===== src/rtl/sa_ws_input_skew_feeder.sv =====
// rtl/sa_ws_input_skew_feeder.sv - weight/activation sequencer with diagonal row skew for the WS systolic array
module sa_ws_input_skew_feeder #(
  parameter int NUM_ROW    = 8,
  parameter int NUM_COL    = 8,
  parameter int DATA_WIDTH = 8
) (
  input  logic                          clk,
  input  logic                          rst_n,
  input  logic [NUM_ROW*DATA_WIDTH-1:0] s_data,
  input  logic                          s_valid,
  output logic                          s_ready,
  input  logic                          s_is_weight,
  input  logic                          s_last,
  output logic [NUM_ROW*DATA_WIDTH-1:0] o_data,
  output logic [NUM_ROW-1:0]            o_valid,
  output logic [NUM_ROW-1:0]            o_cmd,
  output logic                          o_busy
);

  localparam int WCW = $clog2(NUM_COL + 1);
  localparam int DCW = $clog2(NUM_ROW + 1);

  localparam logic [1:0] S_IDLE   = 2'd0;
  localparam logic [1:0] S_LOAD_W = 2'd1;
  localparam logic [1:0] S_STREAM = 2'd2;
  localparam logic [1:0] S_DRAIN  = 2'd3;

  logic [1:0]         r_state;
  logic [WCW-1:0]     r_wcnt;
  logic [DCW-1:0]     r_dcnt;
  logic               w_accept;
  logic [NUM_ROW-1:0] w_row_busy;

  always_comb begin
    s_ready = 1'b0;
    case (r_state)
      S_IDLE:   s_ready = 1'b1;
      S_LOAD_W: s_ready = s_is_weight;
      S_STREAM: s_ready = ~s_is_weight;
      default:  s_ready = 1'b0;
    endcase
  end

  assign w_accept = s_valid & s_ready;

  always_ff @(posedge clk or negedge rst_n) begin
    if (!rst_n) begin
      r_state <= S_IDLE;
      r_wcnt  <= '0;
      r_dcnt  <= '0;
    end else begin
      case (r_state)
        S_IDLE: begin
          if (w_accept) begin
            if (s_is_weight) begin
              if (NUM_COL == 1) begin
                r_state <= S_STREAM;
                r_wcnt  <= '0;
              end else begin
                r_state <= S_LOAD_W;
                r_wcnt  <= WCW'(1);
              end
            end else if (s_last) begin
              r_state <= S_DRAIN;
              r_dcnt  <= DCW'(NUM_ROW);
            end else begin
              r_state <= S_STREAM;
            end
          end
        end
        S_LOAD_W: begin
          if (w_accept) begin
            if (r_wcnt == WCW'(NUM_COL - 1)) begin
              r_state <= S_STREAM;
              r_wcnt  <= '0;
            end else begin
              r_wcnt <= r_wcnt + WCW'(1);
            end
          end
        end
        S_STREAM: begin
          if (w_accept && s_last) begin
            r_state <= S_DRAIN;
            r_dcnt  <= DCW'(NUM_ROW);
          end
        end
        default: begin
          // Hold off new beats until the deepest row has shifted out the tile
          if (r_dcnt == DCW'(1)) begin
            r_state <= S_IDLE;
          end
          r_dcnt <= r_dcnt - DCW'(1);
        end
      endcase
    end
  end

  for (genvar r = 0; r < NUM_ROW; r++) begin : g_row
    logic [DATA_WIDTH-1:0] r_d [0:r];
    logic [r:0]            r_v;
    logic [r:0]            r_c;

    // Row r is a depth r+1 pipe; bubbles enter as all-zero entries
    always_ff @(posedge clk or negedge rst_n) begin
      if (!rst_n) begin
        for (int k = 0; k <= r; k++) begin
          r_d[k] <= '0;
        end
        r_v <= '0;
        r_c <= '0;
      end else begin
        r_d[0] <= w_accept ? s_data[r*DATA_WIDTH +: DATA_WIDTH] : '0;
        for (int k = 1; k <= r; k++) begin
          r_d[k] <= r_d[k-1];
        end
        r_v <= (r_v << 1) | (r+1)'(w_accept);
        r_c <= (r_c << 1) | (r+1)'(w_accept & s_is_weight);
      end
    end

    assign o_data[r*DATA_WIDTH +: DATA_WIDTH] = r_d[r];
    assign o_valid[r]    = r_v[r];
    assign o_cmd[r]      = r_c[r];
    assign w_row_busy[r] = |r_v;
  end

  assign o_busy = (r_state != S_IDLE) | (|w_row_busy);

endmodule


===== config.mk =====
export PLATFORM = sky130hd
export DESIGN_NAME = sa_ws_input_skew_feeder
export DESIGN_NICKNAME = d
export VERILOG_FILES = /design/src/rtl/sa_ws_input_skew_feeder.sv
export SDC_FILE = /design/constraint.sdc
export NUM_CORES = 1
export LEC_CHECK = 0
export CAP_MARGIN = 20
export CORE_AREA = 4 4 158 160
export DETAILED_ROUTE_END_ITERATION = 10
export DIE_AREA = 0 0 162 164
export SLEW_MARGIN = 20
export SYNTH_ARGS = -nofsm -noshare
export SYNTH_HDL_FRONTEND = slang
export SYNTH_SLANG_ARGS = --single-unit

===== constraint.sdc =====
create_clock -name clk -period 2.15 [get_ports clk]
set_clock_uncertainty 0.05 [all_clocks]
set_input_delay 0.5375 -clock clk [delete_from_list [all_inputs] [get_ports clk]]
set_output_delay 0.5375 -clock clk [all_outputs]
set_load 0.01 [all_outputs]

==> impl_metrics.ini, run 1 <==
[timing]
setup_violations = 0
fmaxAchievable_mhz = 482
hold_viol_final = 0
timing_worst_slew_pin_value_ns = 0.437
worst_hold_slack_ns = 0.287
timing.final.max_slew_violations = 0
final_min_period_over_clock_period_pct = 96.6
min_period_ns = 2.08
grt_setup_unrepaired = true
slew_headroom_pct = 70.9

[power]
swShare_pct = 24.1
comb_power_share_pct = 15.2
cell_internal_pwr_mw = 11.2
power_frac_clock_pct = 35.7
report.power.total_mw = 14.8
power.sequential.fraction_pct = 49.1
p_switching_mw = 3.56
power_density_nw_per_um2 = 1230
p_leak_nw = 5.95
max_ir_drop_vdd_v = 0.000769

[layout]
areaGrowthSynthToFinish_pct = 29.2
fillCellCount = 1970
layout.cells.most_common = sky130_fd_sc_hd__dfrtp_1
antennaDiodeCount = 0
fin_nets = 743
final_core_utilization_pct = 51.2
post_route_cells_drive_above_1_share_pct = 12.3
mostFrequentLayoutCells = sky130_fd_sc_hd__dfrtp_1 (313), sky130_fd_sc_hd__clkdlybuf4s50_1 (145), sky130_fd_sc_hd__and3_1 (65)

[setup_path]
critPathRequiredTime_ns = 1.56
cp_cell_sequence = buf_4 -> mux2i_4 -> buf_6 -> buf_2
reg2reg_from = r_state[1]$_DFFE_PN0P_
setup.worst_path.start = r_state[1]$_DFFE_PN0P_
cp-start-kind = flop
cp_slowest_cell = sky130_fd_sc_hd__dfrtp_2
critPathMaxFanout = 6
critPathKind = reg -> out
worstSetupEndpointType = output port
slowest_delay_ns = 0.40
worst-endpoint-arrival_ns = 1.49

[hold_path]
hold_path.startpoint = g_row[4].r_d[16]$_DFF_PN0_
hold_class = reg -> reg

[place]
numPortBuffers = 150
dpl.hpwl_um = 9890
gpl.final_weighted_congestion = 0.756

[clock_network]
clock-sinks = 314
clk_root_buffer_cell = sky130_fd_sc_hd__clkbuf_16
clk_latency_ns = 0.52
cts_max_path_buffers = 3
worst_setup_hold_path_clk_slew_ns = 0.06
tritoncts.num_buffers = 31
htree_levels = 1
cts_tree = yes

[global_route]
grt_pass1_vias = 4829
grt_max_degree = 66
grt_usage_pct = 11.6
grt_antenna_before_repair = 0
wire_length_of_the_first_global_routing_pass_um = 24700
globalRouteOverflowTotal = 0

[logic_synthesis]
synthesis.area_um2 = 9280
synth.ff_latch_count = 314
synthFlopType = sky130_fd_sc_hd__dfrtp_1
synth-edff-count = 0
synth_nets = 608
post_synth_inst_count = 532
avgSynthCellArea_um2 = 17.4
asyncSetResetFlopFracSynth_pct = 100
ys_warn_count = 0
synth.yosys.seq_area_share_pct = 84.7
yosysUniqueCellTypes = 37

[die]
fp.dieArea_um2 = 26600
floorplan.core_area_um2 = 23400
row_count = 56
io-pin-count = 151
die_y_um = 164
effective_utilization_at_floorplan_pct = 39.6
floorplan.die.width_um = 162

[drt]
drt_iter0_markers = 144
drt-vias-per-instance = 4.29
detail_route.wl_per_cell_um = 14.9
final_antenna_net_count = 0
detail_route.drc_violations = 0
firstDrtPassIters = 5
route.vias.total = 4333
drt_total_wl_um = 15100

[run]
max_cap_violations = 0

[outcome]
run_status = completed
[per-layer routing]
layer | part of all wire [%] | routed length (um) | track usage, %
met4 | 2.6 | 395 | 4.19
met5 | 0 | 0 | 0
met3 | 5.8 | 879 | 2.61
met1 | 37 | 5650 | 13.6
met2 | 54 | 8160 | 21.0
[path summary, 6_finish.rpt]
| path | endpoint | slack, ns | cells past startpoint |
|---|---|---|---|
| worst max-delay path | s_ready | 0.07 | 4 |
| worst min-delay path | g_row[4].r_d[8]$_DFF_PN0_ | 0.29 | 0 |
| worst max register to register | r_dcnt[2]$_DFFE_PN0P_ | 0.08 | 8 |
| worst min register to register | g_row[4].r_d[8]$_DFF_PN0_ | 0.29 | 0 |
| max in group asynchronous | o_data[12]$_DFF_PN0_ | 0.88 | 3 |
| min in group asynchronous | g_row[6].r_c[1]$_DFF_PN0_ | 0.47 | 2 |
[cell usage after synthesis, types with 2 or more instances]
cell type                   instances  share of area (%)
sky130_fd_sc_hd__and3_1            65                4.4
sky130_fd_sc_hd__o211ai_1           2               0.16
sky130_fd_sc_hd__o2111ai_1          2               0.19
sky130_fd_sc_hd__o21ai_0            4               0.22
sky130_fd_sc_hd__buf_4             58                4.7
sky130_fd_sc_hd__a21oi_1            3               0.16
sky130_fd_sc_hd__inv_1             11               0.45
sky130_fd_sc_hd__o2bb2ai_1          2               0.19
sky130_fd_sc_hd__and2_1             2               0.13
sky130_fd_sc_hd__ha_1               7               0.94
sky130_fd_sc_hd__dfrtp_1          314                 85
sky130_fd_sc_hd__nand3_1            6               0.32
sky130_fd_sc_hd__nand2_1            4               0.16
sky130_fd_sc_hd__nand4_1            4               0.27
sky130_fd_sc_hd__clkbuf_1          17               0.69
sky130_fd_sc_hd__nor3_1             2               0.11
sky130_fd_sc_hd__nor2_1             9               0.36
[layout make-up]
class                           instances  area (um2)  share of cell area, %
Sequential cell                       314        7860                   65.6
Timing Repair Buffer                  177        1750                   14.6
Multi-Input combinational cell        132         898                   7.49
Clock buffer                           41         853                   7.12
Tap cell                              319         399                   3.33
Clock inverter                         16         188                   1.57
Inverter                               11        41.3                  0.344
[per-stage QoR]
step	instance area [um2]	cells	worst slack [ns]	TNS [ns]
after CTS	12000	1007	0.0454	0
after global placement	10900	946	-0.473	-2.81
final	12000	1010	0.0735	0
after global routing	12000	1010	-0.0126	-0.0275
after detailed placement	10900	946	-0.496	-6.89
after floorplan	9280	532	0.333	0
[cells by family (layout without fill, tap and decap cells)]
family | Yosys count | after routing | share of synthesized area (%)
fa+ha+maj | 7 | 7 | 0.944
simple gates | 99 | 99 | 6.29
mux | 3 | 3 | 0.391
compound gates | 23 | 23 | 1.83
buf+inv | 86 | 245 | 5.83
flops | 314 | 314 | 84.7
[registers in the layout (all words and copies together) (netlist names)]
name and cells:
g_row.r_v 8, r_wcnt 4, o_data 56, g_row.r_c 8, g_row.r_d 232, r_state 2
r_dcnt 4
[power groups by stage]
stage | Combinational [mW] | Sequential, mW | Clock (mW)
6_report | 2.26 | 7.26 | 5.28
5_1_grt | 2.48 | 7.37 | 5.73
4_1_cts | 2.24 | 7.28 | 5.48
3_5_place_dp | 2.16 | 7.40 | 0
3_3_place_gp | 2.07 | 7.34 | 0
2_1_floorplan | 1.15 | 7.32 | 0
[timing repair]
item                       4_1_cts  5_1_grt
pin swaps                        2        2
gates cloned                     0        0
hold buffers                     1        0
setup endpoints to repair        2        4
resized for setup               12        1
hold endpoints to repair        44        0
buffers inserted                 3        3
[critical path, delay by kind of cell (launching register included)]
| family | cells | cell delay, ns |
|---|---|---|
| buffers and inverters | 3 | 0.41 |
| multiplexers | 1 | 0.16 |
| flip-flops | 1 | 0.40 |
No activity file was read; power rests on OpenSTA's default activity.
==> run 2: changes to the inputs <==
Settings changed: ABC_CLOCK_PERIOD_IN_PS set to 2150, CORE_AREA 4 4 158 160 to 2 2 156 158, DIE_AREA 0 0 162 164 to 0 0 158 160, PLACE_DENSITY_LB_ADDON set to 0.12.
==> run 2 against run 1 <==
Against the previous run: first-iteration DRC count is 18% higher; fmax is 0.10% higher; sequential cell count stayed put; critical path type unchanged; utilization is 1.1 points lower.
==> impl_metrics.ini, run 2 (synthesis gave the netlist of run 1 again) <==
[setup_path]
critPathMaxFanout = 5
worstPathBufferInverterCount = 2
cp_slowest_cell = sky130_fd_sc_hd__dfrtp_1
timing.critical_path.max_delay_family = flip-flops
cp-start-kind = flop
critPathRequiredTime_ns = 1.56
cp_cell_sequence = buf_4 -> mux2i_4 -> buf_2
setup.worst_path.start = r_state[0]$_DFFE_PN0P_
critPathKind = reg -> out
r2r.worst_path.cells = 6
reg2reg_from = r_state[1]$_DFFE_PN0P_
worst-path-stages = 3
slowest_delay_ns = 0.39
worstSetupEndpointType = output port
worst-endpoint-arrival_ns = 1.49

[timing]
min_period_ns = 2.07
final.setup.worst_slack_ns = 0.0756
timing.final.max_slew_violations = 0
worst_hold_slack_ns = 0.287
setup_violations = 0
final_min_period_over_clock_period_pct = 96.5
fmaxAchievable_mhz = 482
slew_headroom_pct = 67.8
timing_worst_slew_pin_value_ns = 0.483
setup_total_negative_slack_ns = 0
grt_setup_unrepaired = false
hold_viol_final = 0

[die]
floorplan.core_area_um2 = 23800
die_y_um = 160
fp.dieArea_um2 = 25300
effective_utilization_at_floorplan_pct = 38.9
io-pin-count = 151
floorplan.die.width_um = 158
row_count = 57

[layout]
post_route_cells_drive_above_1_share_pct = 11.6
mostFrequentLayoutCells = sky130_fd_sc_hd__dfrtp_1 (314), sky130_fd_sc_hd__clkdlybuf4s50_1 (144), sky130_fd_sc_hd__and3_1 (65)
final_core_utilization_pct = 50.1
layout.cells.most_common = sky130_fd_sc_hd__dfrtp_1
fin_nets = 741
areaGrowthSynthToFinish_pct = 28.8
antennaDiodeCount = 0
largest-register = g_row.r_d
largest_register_ffs = 232

[global_route]
grt_usage_pct = 12.2
globalRouteOverflowTotal = 0
wire_length_of_the_first_global_routing_pass_um = 24400
grt_pass1_vias = 4804
grt_max_degree = 57
grt_antenna_before_repair = 0

[power]
report.power.total_mw = 14.5
power.sequential.fraction_pct = 50.0
power_frac_clock_pct = 35.2
max_ir_drop_vdd_v = 0.000599
comb_power_share_pct = 14.8
power_density_nw_per_um2 = 1210
p_leak_nw = 5.95
p_switching_mw = 3.47
cell_internal_pwr_mw = 11.0
swShare_pct = 23.9

[drt]
detail_route.drc_violations = 0
drt_iter0_markers = 170
final_antenna_net_count = 0
detail_route.wl_per_cell_um = 14.3
drt_total_wl_um = 14500
route.vias.total = 4307
drt-vias-per-instance = 4.26
firstDrtPassIters = 4

[run]
max_cap_violations = 0

[place]
gpl.final_weighted_congestion = 0.736
numPortBuffers = 150
setup_ws_pre_cts_ns = -0.446
dpl.hpwl_um = 9330

[hold_path]
hold_class = reg -> reg
min_path_cells = 0
hold_path.startpoint = g_row[6].r_d[11]$_DFF_PN0_

[clock_network]
clk_latency_ns = 0.54
cts_max_path_buffers = 3
cts_setup_buffers = 0
clk_root_buffer_cell = sky130_fd_sc_hd__clkbuf_16
clock-sinks = 314
htree_levels = 1
worst_setup_hold_path_clk_slew_ns = 0.06
tritoncts.num_buffers = 31
cts_tree = yes

[outcome]
run_status = completed
[run 2: cell count changes in the layout (fill, tap and decap cells not counted), moves of 2 or more]
cell	delta
sky130_fd_sc_hd__clkinv_4	-2
sky130_fd_sc_hd__clkbuf_8	+4
sky130_fd_sc_hd__inv_1	-2
sky130_fd_sc_hd__buf_4	-2
sky130_fd_sc_hd__clkbuf_1	+4
sky130_fd_sc_hd__clkinvlp_4	-5
sky130_fd_sc_hd__bufinv_16	-2
sky130_fd_sc_hd__inv_2	+2
[run 2: timing repair]
action                                  CTS  global route
pin swaps                                 1             0
gates resized for setup                  14             1
hold endpoints to repair                 44             0
hold buffers                              1             0
endpoints found under the setup margin    3             1
[run 2: power groups by stage]
stage	sequential [mW]	clock [mW]	combinational (mW)
2_1_floorplan	7.32	0	1.15
3_3_place_gp	7.32	0	2.09
3_5_place_dp	7.37	0	2.15
4_1_cts	7.28	5.29	2.18
5_1_grt	7.38	5.57	2.37
6_report	7.26	5.10	2.15
[run 2: final timing paths]
kind / to / slack (ns)
worst min-delay path: o_data[51]$_DFF_PN0_ / 0.29
worst min register to register: o_data[51]$_DFF_PN0_ / 0.29
max in group asynchronous: g_row[7].r_d[33]$_DFF_PN0_ / 0.95
worst max-delay path: s_ready / 0.08
min in group asynchronous: g_row[6].r_v[4]$_DFF_PN0_ / 0.48
worst max register to register: r_state[1]$_DFFE_PN0P_ / 0.21
[run 2: worst register-to-register path: stages, from the launching register on]
cell and delay [ns]:
sky130_fd_sc_hd__dfrtp_1 0.38, sky130_fd_sc_hd__buf_4 0.16, sky130_fd_sc_hd__ha_1 0.24, sky130_fd_sc_hd__or3_1 0.40, sky130_fd_sc_hd__o2111ai_1 0.13, sky130_fd_sc_hd__a21oi_1 0.13, sky130_fd_sc_hd__mux2_1 0.32
[run 2: layout make-up]
| cell class | instances | area [um2] |
|---|---|---|
| Fill cell | 2032 | 11900 |
| Sequential cell | 314 | 7860 |
| Timing Repair Buffer | 175 | 1740 |
| Clock buffer | 49 | 923 |
| Multi-Input combinational cell | 132 | 905 |
| Tap cell | 324 | 405 |
| Clock inverter | 7 | 70.1 |
| Inverter | 11 | 41.3 |
[run 2: stage by stage]
step / cell area (um2) / cells
floorplan: 9280 / 532
detailed placement: 10900 / 955
global route: 11900 / 1012
finish: 11900 / 1012
CTS: 11900 / 1012
global placement: 10900 / 955
[run 2: layer usage]
layer	GRT usage, %	routed length [um]	share of wire, %
met5	0	0	0
met1	14.8	5670	39
met3	4.21	1130	7.8
met2	20.3	7370	51
met4	3.93	342	2.4
